==> src/rtl/poly_pkg.sv <==
// Shared definitions for the polynomial-evaluator arbiter: FSM states,
// operand widths and the default WAIT timeout.
package poly_pkg;

  localparam int X_W         = 8;
  localparam int C_W         = 16;
  localparam int TIMEOUT_DEF = 16;

  typedef enum logic [1:0] {
    S_IDLE,
    S_ISSUE,
    S_WAIT,
    S_DONE
  } state_t;

endpackage

==> src/rtl/poly_arbiter_rr_picker.sv <==
// Combinational round-robin picker: first set request bit searching upward
// (with wrap) from the entry after the last one served.
module rr_picker
  import poly_pkg::*;
#(
  parameter int N_REQ = 4,
  parameter int IDX_W = $clog2(N_REQ)
) (
  input  logic [N_REQ-1:0] i_req,
  input  logic [IDX_W-1:0] i_last_served,
  output logic [IDX_W-1:0] o_winner,
  output logic             o_any_valid
);

  logic [IDX_W-1:0] w_idx;

  // Scan farthest-first so the nearest requester after last_served overrides.
  always_comb begin
    w_idx       = '0;
    o_winner    = '0;
    o_any_valid = 1'b0;
    for (int k = N_REQ; k >= 1; k--) begin
      w_idx = IDX_W'((int'(i_last_served) + k) % N_REQ);
      if (i_req[w_idx]) begin
        o_winner    = w_idx;
        o_any_valid = 1'b1;
      end
    end
  end

endmodule

==> src/rtl/poly_arbiter.sv <==
// Round-robin arbiter sharing one a*x^2+b*x+c evaluator among N_REQ requesters.
// Define POLY_ARB_TIMEOUT_EN to abort operations stuck in WAIT for TIMEOUT cycles.
module poly_arbiter
  import poly_pkg::*;
#(
  parameter int N_REQ   = 4,
  parameter int TIMEOUT = TIMEOUT_DEF
) (
  input  logic                 i_clock,
  input  logic                 i_reset,
  input  logic [N_REQ-1:0]     i_req,
  input  logic [X_W*N_REQ-1:0] i_req_x,
  input  logic [C_W*N_REQ-1:0] i_req_a,
  input  logic [C_W*N_REQ-1:0] i_req_b,
  input  logic [C_W*N_REQ-1:0] i_req_c,
  output logic [N_REQ-1:0]     o_gnt,
  output logic [N_REQ-1:0]     o_done,
  output logic [C_W-1:0]       o_rsp_result,
  output logic                 o_rsp_err,
  output logic                 o_ev_enable,
  output logic [X_W-1:0]       o_ev_x,
  output logic [C_W-1:0]       o_ev_a,
  output logic [C_W-1:0]       o_ev_b,
  output logic [C_W-1:0]       o_ev_c,
  input  logic                 i_ev_ready,
  input  logic                 i_ev_valid,
  input  logic [C_W-1:0]       i_ev_result,
  output logic                 o_ev_reset
);

  localparam int IDX_W = $clog2(N_REQ);

  if (N_REQ < 2 || N_REQ > 8) begin : g_bad_nreq
    $error("poly_arbiter: N_REQ must be in 2..8");
  end
  if (TIMEOUT < 1) begin : g_bad_timeout
    $error("poly_arbiter: TIMEOUT must be at least 1");
  end

  state_t           r_state;
  state_t           w_next;
  logic [N_REQ-1:0] r_gnt;
  logic [IDX_W-1:0] r_last;
  logic [X_W-1:0]   r_ev_x;
  logic [C_W-1:0]   r_ev_a;
  logic [C_W-1:0]   r_ev_b;
  logic [C_W-1:0]   r_ev_c;
  logic [C_W-1:0]   r_rsp_result;
  logic [IDX_W-1:0] w_win;
  logic             w_any;
  logic             w_grant;
  logic             w_capture;
  logic             w_timeout;

  rr_picker #(
    .N_REQ (N_REQ),
    .IDX_W (IDX_W)
  ) u_picker (
    .i_req         (i_req),
    .i_last_served (r_last),
    .o_winner      (w_win),
    .o_any_valid   (w_any)
  );

`ifdef POLY_ARB_TIMEOUT_EN
  localparam int CNT_W = $clog2(TIMEOUT + 1);
  logic [CNT_W-1:0] r_cnt;
  logic             r_rsp_err;
  logic             r_ev_reset;
`endif

  always_comb begin
    w_next    = r_state;
    w_grant   = 1'b0;
    w_capture = 1'b0;
    w_timeout = 1'b0;
    case (r_state)
      S_IDLE: begin
        if (w_any && i_ev_ready) begin
          w_grant = 1'b1;
          w_next  = S_ISSUE;
        end
      end
      S_ISSUE: w_next = S_WAIT;
      S_WAIT: begin
        if (i_ev_valid) begin
          w_capture = 1'b1;
          w_next    = S_DONE;
        end
`ifdef POLY_ARB_TIMEOUT_EN
        else if (r_cnt == CNT_W'(TIMEOUT - 1)) begin
          w_timeout = 1'b1;
          w_next    = S_DONE;
        end
`endif
      end
      S_DONE:  w_next = S_IDLE;
      default: w_next = S_IDLE;
    endcase
  end

  always_comb begin
    o_ev_enable = (r_state == S_ISSUE);
    o_done      = '0;
    if (r_state == S_DONE) o_done = N_REQ'(1) << r_last;
  end

  // Operands are captured only in the grant cycle; later req_* changes are ignored.
  always_ff @(posedge i_clock or posedge i_reset) begin
    if (i_reset) begin
      r_state      <= S_IDLE;
      r_gnt        <= '0;
      r_last       <= IDX_W'(N_REQ - 1);
      r_ev_x       <= '0;
      r_ev_a       <= '0;
      r_ev_b       <= '0;
      r_ev_c       <= '0;
      r_rsp_result <= '0;
    end else begin
      r_state <= w_next;
      if (w_grant) begin
        r_gnt  <= N_REQ'(1) << w_win;
        r_last <= w_win;
        r_ev_x <= i_req_x[w_win*X_W +: X_W];
        r_ev_a <= i_req_a[w_win*C_W +: C_W];
        r_ev_b <= i_req_b[w_win*C_W +: C_W];
        r_ev_c <= i_req_c[w_win*C_W +: C_W];
      end else if (r_state == S_DONE) begin
        r_gnt <= '0;
      end
      if (w_capture)      r_rsp_result <= i_ev_result;
      else if (w_timeout) r_rsp_result <= '0;
    end
  end

`ifdef POLY_ARB_TIMEOUT_EN
  always_ff @(posedge i_clock or posedge i_reset) begin
    if (i_reset) begin
      r_cnt      <= '0;
      r_rsp_err  <= 1'b0;
      r_ev_reset <= 1'b0;
    end else begin
      r_cnt      <= (r_state == S_WAIT) ? r_cnt + CNT_W'(1) : '0;
      r_ev_reset <= w_timeout;
      if (w_capture)      r_rsp_err <= 1'b0;
      else if (w_timeout) r_rsp_err <= 1'b1;
    end
  end

  assign o_rsp_err  = r_rsp_err;
  assign o_ev_reset = r_ev_reset;
`else
  assign o_rsp_err  = 1'b0;
  assign o_ev_reset = 1'b0;
`endif

  assign o_gnt        = r_gnt;
  assign o_rsp_result = r_rsp_result;
  assign o_ev_x       = r_ev_x;
  assign o_ev_a       = r_ev_a;
  assign o_ev_b       = r_ev_b;
  assign o_ev_c       = r_ev_c;

endmodule

==> config.mk <==
export PLATFORM = sky130hd
export DESIGN_NAME = poly_arbiter
export DESIGN_NICKNAME = d
export VERILOG_FILES = /design/src/rtl/poly_pkg.sv /design/src/rtl/poly_arbiter_rr_picker.sv /design/src/rtl/poly_arbiter.sv
export SDC_FILE = /design/constraint.sdc
export NUM_CORES = 1
export LEC_CHECK = 0
export ABC_AREA = 1
export BUFFER_PORTS_ARGS = -buffer_cell sky130_fd_sc_hd__clkbuf_2
export CAP_MARGIN = 30
export CELL_PAD_IN_SITES_DETAIL_PLACEMENT = 0
export CELL_PAD_IN_SITES_GLOBAL_PLACEMENT = 1
export CORE_ASPECT_RATIO = 1.1
export CORE_MARGIN = 3
export CORE_UTILIZATION = 32
export CTS_CLUSTER_DIAMETER = 60
export DETAILED_ROUTE_END_ITERATION = 6
export GPL_TIMING_DRIVEN = 0
export PLACE_DENSITY = 0.84
export SYNTH_ARGS = -nofsm -noshare
export SYNTH_HDL_FRONTEND = slang
export SYNTH_SLANG_ARGS = --single-unit
==> constraint.sdc <==
create_clock -name i_clock -period 7.55 [get_ports i_clock]
set_input_delay 1.1325 -clock i_clock [delete_from_list [all_inputs] [get_ports i_clock]]
set_output_delay 1.1325 -clock i_clock [all_outputs]
set_load 0.05 [all_outputs]
==> out/results.tsv, run 1 <==
stage	metric	value	unit
critical_path	FF-to-FF Start	r_last[0]	
layout	Final Non-Filler Cells	1637	
clocking	CTS Root Cell	clkbuf_16	
layout	Reg area	2000	µm²
yosys	post-synth top area share	0.307	
yosys	Area contributors post-synth	dfrtp_1, nand3_1, nand2_1	
detailed_routing	# DRC	0	
detailed_routing	post-route ant nets	0	
sta	f_max	357	MHz
yosys	register area share after synthesis	0.315	
power	pwr/cell area	605	nW/µm²
critical_path	Setup crit end	o_done[0]	
sta	Worst Setup Slack, final	4.75	ns
sta	Slew Viols, Final	0	
detailed_routing	DRT Wirelength	24900	µm
clocking	clk sinks	80	
critical_path	worst r2r dst	o_ev_a[7]	
clocking	Clock Path Buffers	2	
power	Final Power	5.26	mW
power	maximum VDD drop	0.243	mV
worst_hold_path	Hold Path Class	flop to flop	
clocking	CTS tree	yes	
layout	fin nets	1641	
yosys	Post-Syn Area	6360	µm²
clocking	Clk pin slew, worst setup/hold paths	0.07	ns
clocking	number of CTS-inserted buffers	9	
critical_path	Crit Path Max Fanout	9	
sta	Tmin final	2.80	ns
grt	antenna violations before repair	0	
placed_design	gpl congestion	0.906	
detailed_routing	routed vias	7502	
detailed_routing	1st-iter DRT viols	360	
clocking	worst-skew pair later-pin latency	0.35	ns
critical_path	Setup crit end kind	output pin	
outcome	status	finished, final reports clean	
sta	Hold Vio Cnt, Final	0	
yosys	asr flop ratio synth	1.00	
yosys	Synth cell types	24	
layout	post-layout instance area	8680	µm²
yosys	Yosys top cell by area	dfrtp_1	
critical_path	Worst Setup Start Kind	flop	
layout	antenna fix cells	0	
critical_path	r2r setup slk	4.81	ns
yosys	most frequent cell after synthesis	nand2_1	
grt	GRT overflow	0	
job	maxcap violations	0	
grt	Global Route Usage Sum	0.224	
placed_design	PortBufs	328	
yosys	Synth Instances	1043	
sta	RSZ-0062 raised after global routing	no	
floorplanning	Die ar.	21600	µm²
sta	final setup vio count	0	
clocking	cts hold-fix bufs	0	
yosys	synth warn	0	
placed_design	Setup WS pre-CTS	4.50	ns
sta	Slew Limit Headroom	0.656	
floorplanning	placement row count	53	
sta	fin crit share	0.371	
layout	Multi-input gate area	3040	µm²
grt	vias in the first global route	7196	
power	Pleak	5.81	nW
floorplanning	Die W	140	µm
grt	first-pass GRT wire length	38500	µm
yosys	Syn Area/Cell	6.09	µm²
sta	Final TNS setup	0	ns
yosys	flops & latches, synth	80	
layout	layout overhead on the synthesized area	36.6	%
clocking	# resized after CTS	0	
critical_path	Req. time, crit path	6.42	ns
clocking	Setup Buffers After CTS	0	
yosys	Post-synth top flop	dfrtp_1	
detailed_routing	DR vias/cell	4.58	
placed_design	hpwl dp	20200	µm
placed_design	area of placed instances	8350	µm²
layout	fill cell count	2133	
yosys	most frequent cells after synthesis	nand2_1, nand3_1, inv_1	
critical_path	critical path class	flop to output pin	
floorplanning	Ports	331	
floorplanning	height of the die	154	µm
critical_path	r2r worst-path depth	15	
yosys	number of enable flip-flop cells after synthesis	0	
sta	Tightest Pin Transition	0.517	ns
placed_design	Inst Count DP	1621	
critical_path	critical path arrival	1.67	ns
grt	largest net degree at the start of global routing	69	
layout	share of layout cells above drive strength 1	0.312	
detailed_routing	TritonRoute pass-1 iters	6	
critical_path	crit path from	r_last[0]	
clocking	H-tree depth	3	
sta	worst clock skew	0.00788	ns
floorplanning	starting density of the core	0.329	
layout	Core Util, Final	0.450	
detailed_routing	Routed WL per cell	15.2	µm
floorplanning	core area	19300	µm²
sta	hold_ws	0.478	ns
-- worst min path at each step --
stage / start / to / slack, ns / depth (start not counted)
2_1_floorplan: r_state[1] / r_state[1] / 0.56 / 2
3_3_place_gp: o_ev_a[13] / o_ev_a[13] / 0.46 / 2
3_5_place_dp: o_ev_c[6] / o_ev_c[6] / 0.46 / 2
4_1_cts: o_ev_c[6] / o_ev_c[6] / 0.48 / 2
5_1_grt: o_ev_x[1] / o_ev_x[1] / 0.50 / 2
6_report: o_ev_b[4] / o_ev_b[4] / 0.48 / 2
-- cells in the final DEF (no fill, tap or decap), drive strengths merged, types with 3 or more instances in the layout --
| master | n |
|---|---|
| ha | 8 |
| nor2 | 3 |
| dfrtp | 78 |
| clkbuf | 351 |
| mux2 | 16 |
| nand3 | 291 |
| buf | 58 |
| o21ai | 7 |
| inv | 252 |
| nand2 | 317 |
-- kinds of logic (layout without fill, tap and decap cells) --
group | Yosys count | in the layout | share of synthesized area
AO/OA/AOI/OAI | 10 | 10 | 0.00984
adder cells (fa/ha/maj) | 8 | 8 | 0.0157
buffers and inverters | 317 | 663 | 0.206
flip-flops | 80 | 80 | 0.315
multiplexers | 16 | 16 | 0.0283
other | 1 | 2 | 0.000590
AND/OR/NAND/NOR | 611 | 611 | 0.424
-- sequential cells by signal (all words and copies together), names as in the netlist --
signal	count
o_ev_b	16
r_state	2
o_rsp_result	16
r_last	2
o_ev_x	8
o_gnt	4
o_ev_c	16
o_ev_a	16
-- critical path, stage by stage, from the launching register on --
cell and delay (ns):
dfstp_2 0.57, buf_6 0.16, inv_2 0.08, ha_1 0.20
nand2_1 0.07, inv_1 0.04, clkbuf_2 0.22
-- power breakdown --
group	switching (mW)	internal, mW
combinational	2.80	1.21
clock	0.207	0.298
sequential	0.111	0.633
total	3.12	2.14
-- final cells by class --
| class | instances | area share |
|---|---|---|
| multi-input cells | 647 | 0.350 |
| inverters | 247 | 0.107 |
| well taps | 247 | 0.0356 |
| clock inverters | 7 | 0.0125 |
| plain buffers | 70 | 0.0444 |
| repair buffers | 330 | 0.193 |
| flip-flops and latches | 80 | 0.231 |
| clock buffers | 9 | 0.0259 |
-- layer usage --
metal | track usage | routed length, µm
met1 | 0.289 | 10500
met5 | 0 | 0
met4 | 0.0632 | 442
met2 | 0.385 | 12100
met3 | 0.0417 | 1890
Note: power is estimated with default switching activity, not from simulation.
==> inputs of run 2 (changes only) <==
CORE_UTILIZATION = 30   (was 32)
PLACE_DENSITY = 0.8   (was 0.84)
clock period = 2.9 ns   (was 7.55 ns; I/O delays follow)
==> out/results.tsv, run 2 (same netlist as run 1, synthesis figures left out) <==
stage	metric	value	unit	change
sta	Tightest Pin Transition	0.599	ns	+0.0822 ns
clocking	clk sinks	80		unchanged
sta	Slew Limit Headroom	0.601		-0.0548
clocking	Clock Path Buffers	2		unchanged
power	Pleak	5.78	nW	-0.40%
clocking	H-tree depth	3		unchanged
critical_path	Worst Setup Start Kind	flop		
clocking	CTS Root Cell	clkbuf_16		
critical_path	FF-to-FF Start	r_last[0]		
placed_design	gpl congestion	0.906		unchanged
grt	Global Route Usage Sum	0.217		-0.00779
sta	RSZ-0062 raised after global routing	no		
detailed_routing	post-route ant nets	0		unchanged
floorplanning	core area	20700	µm²	+7.3%
floorplanning	Die W	145	µm	+3.1%
critical_path	Req. time, crit path	3.13	ns	-3.29 ns
outcome	status	finished, final reports clean		
detailed_routing	# DRC	0		unchanged
layout	fin nets	1641		unchanged
grt	GRT overflow	0		unchanged
grt	antenna violations before repair	1		+1
floorplanning	Ports	331		unchanged
critical_path	r2r worst-path depth	15		unchanged
sta	f_max	376	MHz	
critical_path	Crit Path Max Fanout	10		+1
floorplanning	placement row count	55		+3.8%
layout	share of layout cells above drive strength 1	0.312		unchanged
detailed_routing	Routed WL per cell	15.5	µm	+2.0%
critical_path	r2r setup slk	0.24	ns	-4.57 ns
clocking	# resized after CTS	0		unchanged
clocking	cts hold-fix bufs	0		unchanged
clocking	Setup Buffers After CTS	0		unchanged
sta	final setup vio count	0		unchanged
clocking	CTS tree	yes		
placed_design	hpwl dp	20700	µm	+2.5%
floorplanning	starting density of the core	0.307		-0.0225
critical_path	Setup crit end kind	flop		
clocking	Clk pin slew, worst setup/hold paths	0.07	ns	about the same
sta	worst clock skew	0.00807	ns	+0.000196 ns
detailed_routing	DRT Wirelength	26000	µm	+4.4%
power	maximum VDD drop	0.625	mV	+160%
grt	largest net degree at the start of global routing	44		-36%
detailed_routing	TritonRoute pass-1 iters	6		unchanged
layout	layout overhead on the synthesized area	36.7	%	about the same
grt	vias in the first global route	7113		-1.2%
critical_path	critical path class	flop to flop		
detailed_routing	1st-iter DRT viols	317		-12%
critical_path	worst r2r dst	o_ev_b[13]		
detailed_routing	routed vias	7484		-0.24%
layout	commonest non-fill, non-tap cells in the layout	clkbuf_2, nand2_1, nand3_1, inv_1, dfrtp_1		
sta	Tmin final	2.66	ns	
worst_hold_path	Hold Path Class	input port to asynchronous set/reset pin		
detailed_routing	DR vias/cell	4.47		-2.5%
job	maxcap violations	0		unchanged
grt	first-pass GRT wire length	38600	µm	+0.11%
clocking	worst-skew pair later-pin latency	0.34	ns	about the same
sta	hold_ws	0.139	ns	-0.340 ns
sta	fin crit share	0.918		
floorplanning	height of the die	159	µm	+3.1%
power	pwr/cell area	1580	nW/µm²	+160%
placed_design	PortBufs	328		unchanged
layout	antenna fix cells	0		unchanged
layout	commonest non-fill, non-tap cell in the layout	clkbuf_2		
sta	Hold Vio Cnt, Final	0		unchanged
layout	Core Util, Final	0.419		-0.0306
critical_path	critical path arrival	2.90	ns	+1.23 ns
floorplanning	Die ar.	23000	µm²	+6.4%
clocking	number of CTS-inserted buffers	9		unchanged
sta	Slew Viols, Final	0		unchanged
## run 2: worst max path at each step
| stage | from | end | cells past startpoint |
|---|---|---|---|
| detailed placement | r_last[0] | o_ev_b[15] | 15 |
| finish | r_last[0] | o_ev_b[13] | 15 |
| global placement | i_reset | o_rsp_result[15] | 2 |
| global route | r_last[0] | o_ev_x[4] | 15 |
| CTS | r_last[0] | o_ev_b[15] | 15 |
| floorplan | i_reset | o_ev_a[0] | 1 |
## run 2: cell type report
type                       count  area [µm²]
fill                        2313       12000
multi-input combinational    647        3040
sequential                    80        2000
timing repair buffer         330        1670
inverter                     247         930
buffer                        70         390
tap                          285         357
clock buffer                   9         225
clock inverter                 7        67.6
## run 2: metrics by stage
stage / instance area (µm²) / setup WS [ns] / TNS, ns / total power, mW / instances
after CTS: 8680 / 0.112 / 0 / 13.8 / 1675
after global placement: 8360 / -0.886 / -68.63 / 12.5 / 1657
final: 8690 / 0.238 / 0 / 13.7 / 1675
after detailed placement: 8390 / 0.150 / 0 / 12.6 / 1659
after global routing: 8690 / 0.000703 / 0 / 15.0 / 1675
after floorplan: 6360 / 0.417 / 0 / 9.60 / 1044
## run 2: critical path, stage by stage (launching register included)
cell     delay, ns
dfstp_2       0.57
buf_6         0.16
inv_2         0.08
ha_1          0.33
inv_1         0.08
nand2_1       0.07
nand2_1       0.11
nand2_4       0.07
nand3_4       0.11
buf_2         0.28
buf_2         0.28
nand3_1       0.15
nand3_1       0.11
nand2_1       0.06
nand2_1       0.05
nand2_1       0.05
## run 2: layer usage
metal	global-route usage	routed length, µm
met1	0.277	10700
met2	0.373	12800
met3	0.0466	2120
met4	0.0506	397
met5	0	13
## run 2: report_power, final
| part | internal, mW | switching, mW | total [mW] |
|---|---|---|---|
| clock network | 0.609 | 0.548 | 1.16 |
| logic | 3.15 | 7.45 | 10.6 |
| registers | 1.65 | 0.295 | 1.94 |
==> inputs of run 3 (changes only) <==
ABC_AREA = not set   (was 1)
PLACE_DENSITY = 0.79   (was 0.8)
==> out/results.tsv, run 3 <==
stage	metric	value	unit	change
outcome	status	finished, final reports clean		
detailed_routing	TritonRoute pass-1 iters	4		-2
placed_design	PortBufs	328		unchanged
detailed_routing	post-route ant nets	0		unchanged
detailed_routing	DRT Wirelength	17100	µm	-34%
detailed_routing	Routed WL per cell	17.9	µm	+15%
clocking	Clk pin slew, worst setup/hold paths	0.06	ns	about the same
critical_path	critical path class	flop to flop		
yosys	asr flop ratio synth	1.00		unchanged
detailed_routing	1st-iter DRT viols	139		-56%
sta	Tightest Pin Transition	0.541	ns	-0.0574 ns
layout	Core Util, Final	0.455		+0.0353
floorplanning	Die W	125	µm	-13%
power	pwr/cell area	1230	nW/µm²	-22%
yosys	most frequent cell after synthesis	mux2i_1		
placed_design	gpl congestion	0.980		+8.2%
critical_path	r2r setup slk	0.20	ns	-0.03 ns
detailed_routing	DR vias/cell	4.90		+9.6%
clocking	clk sinks	80		unchanged
sta	Slew Limit Headroom	0.639		+0.0383
layout	commonest non-fill, non-tap cell in the layout	clkbuf_2		
floorplanning	core area	15200	µm²	-26%
sta	hold_ws	0.119	ns	-0.0197 ns
sta	f_max	371	MHz	-1.3%
power	Pleak	3.82	nW	-34%
critical_path	Worst Setup Start Kind	flop		
layout	Multi-input gate area	2430	µm²	-20%
clocking	worst-skew pair later-pin latency	0.34	ns	about the same
sta	RSZ-0062 raised after global routing	no		
layout	commonest non-fill, non-tap cells in the layout	clkbuf_2, mux2i_1, dfrtp_1, nand2_1, o221ai_1		
sta	Tmin final	2.70	ns	+0.0341 ns
job	maxcap violations	0		unchanged
layout	Reg area	2000	µm²	unchanged
critical_path	FF-to-FF Start	r_last[0]		
clocking	CTS Root Cell	clkbuf_16		
yosys	Post-synth top flop	dfrtp_1		
floorplanning	starting density of the core	0.309		+0.00252
placed_design	hpwl dp	14100	µm	-32%
yosys	Synth Instances	412		-60%
layout	share of layout cells above drive strength 1	0.522		+0.211
clocking	cts hold-fix bufs	0		unchanged
critical_path	Worst path slowest cell	dfstp_2		
floorplanning	Ports	331		unchanged
grt	largest net degree at the start of global routing	44		unchanged
yosys	Syn Area/Cell	11.4	µm²	+88%
yosys	Post-Syn Area	4710	µm²	-26%
floorplanning	height of the die	137	µm	-13%
yosys	register area share after synthesis	0.425		+0.110
critical_path	Crit path largest cell delay	0.59	ns	+0.02 ns
sta	Slew Viols, Final	0		unchanged
grt	GRT overflow	0		unchanged
yosys	most frequent cells after synthesis	mux2i_1, dfrtp_1, nand2_1		
layout	fin nets	1009		-39%
clocking	Clock Path Buffers	2		unchanged
clocking	CTS tree	yes		
yosys	Synth cell types	30		+25%
grt	first-pass GRT wire length	25900	µm	-33%
worst_hold_path	Hold Path Class	input port to asynchronous set/reset pin		
sta	final setup vio count	0		unchanged
critical_path	Req. time, crit path	3.09	ns	-0.04 ns
clocking	Setup Buffers After CTS	0		unchanged
grt	antenna violations before repair	0		-1
yosys	number of enable flip-flop cells after synthesis	0		unchanged
sta	Hold Vio Cnt, Final	0		unchanged
critical_path	Crit Path Max Fanout	10		unchanged
yosys	post-synth top area share	0.414		+0.107
power	maximum VDD drop	0.671	mV	+7.3%
critical_path	worst r2r dst	o_ev_b[7]		
grt	vias in the first global route	4925		-31%
critical_path	critical path arrival	2.88	ns	-0.02 ns
yosys	flops & latches, synth	80		unchanged
layout	antenna fix cells	0		unchanged
yosys	Yosys top cell by area	dfrtp_1		
floorplanning	placement row count	47		-15%
layout	layout overhead on the synthesized area	46.9	%	
grt	Global Route Usage Sum	0.191		-0.0256
critical_path	cells along the critical path	inv_1, ha_4, mux2_1, o32ai_1, mux2i_1, nand2_1, buf_4, buf_2, o221ai_1		
detailed_routing	# DRC	0		unchanged
floorplanning	Die ar.	17200	µm²	-25%
critical_path	r2r worst-path depth	9		-6
layout	fill cell count	1467		-37%
sta	worst clock skew	0.00885	ns	+0.000775 ns
yosys	Area contributors post-synth	dfrtp_1, mux2i_1, o221ai_1		
sta	fin crit share	0.930		+0.0118
clocking	H-tree depth	3		unchanged
yosys	synth warn	0		unchanged
detailed_routing	routed vias	4670		-38%
clocking	number of CTS-inserted buffers	9		unchanged
critical_path	Setup crit end kind	flop		
## run 3: per-layer routing
layer  part of all wire  track usage  up-vias
met5                  0            0        -
met4              0.026       0.0880        0
met3              0.076       0.0508       27
met2               0.52        0.337      208
met1               0.38        0.216     2205
li1                   -            -     2230
## run 3: cell type report
class | count | share of cell area
clock buffer | 12 | 0.0356
inverter | 6 | 0.00361
tap | 196 | 0.0354
multi-input combinational | 292 | 0.351
clock inverter | 4 | 0.00289
timing repair buffer | 329 | 0.241
sequential | 80 | 0.289
buffer | 35 | 0.0414
## run 3: cell families (layout without fill, tap and decap cells)
logic type | count (synthesis) | count (layout) | share of synthesized area
AO/OA/AOI/OAI | 70 | 70 | 0.127
adder cells (fa/ha/maj) | 8 | 8 | 0.0212
buffers and inverters | 41 | 386 | 0.0637
flip-flops | 80 | 80 | 0.425
multiplexers | 136 | 136 | 0.294
other | 1 | 2 | 0.000796
AND/OR/NAND/NOR | 76 | 76 | 0.0680
## run 3: worst max-delay path by stage
| stage | from | endpoint | slack, ns | cells past startpoint |
|---|---|---|---|---|
| floorplan | i_reset | o_ev_a[0] | 0.42 | 1 |
| global placement | i_reset | o_ev_x[6] | -0.56 | 2 |
| detailed placement | r_last[1] | o_ev_x[5] | 0.03 | 9 |
| CTS | r_last[0] | o_ev_x[5] | 0.05 | 9 |
| global route | r_last[1] | o_ev_b[7] | 0.002 | 9 |
| finish | r_last[0] | o_ev_b[7] | 0.20 | 9 |
## run 3: where the power goes
part	switching [mW]	leakage (nW)	total (mW)	internal, mW
clock network	0.438	0.136	1.04	0.598
registers	0.319	0.986	1.99	1.67
logic	3.63	2.70	5.49	1.86
## run 3: metrics by stage
stage	cell area, µm²	std cells	setup TNS (ns)	power (mW)	setup WS, ns
3_3_place_gp	6600	937	-43.36	7.42	-0.563
6_report	6920	954	0	8.51	0.204
3_5_place_dp	6630	938	0	7.54	0.0335
5_1_grt	6920	954	0	9.03	0.00161
4_1_cts	6900	954	0	8.61	0.0487
2_1_floorplan	4720	413	0	6.12	0.417
## run 3: critical path: cells and delay by family (launching register included)
kind / cells / cell delay [ns]
compound gates: 2 / 0.35
fa+ha+maj: 1 / 0.33
buf+inv: 3 / 0.62
flops: 1 / 0.59
mux: 2 / 0.52
simple gates: 1 / 0.14
## run 3: repair_timing
action	4_1_cts	5_1_grt
gates cloned	0	0
resized for setup	1	7
setup endpoints to repair	1	44
endpoints found under the hold margin	0	0
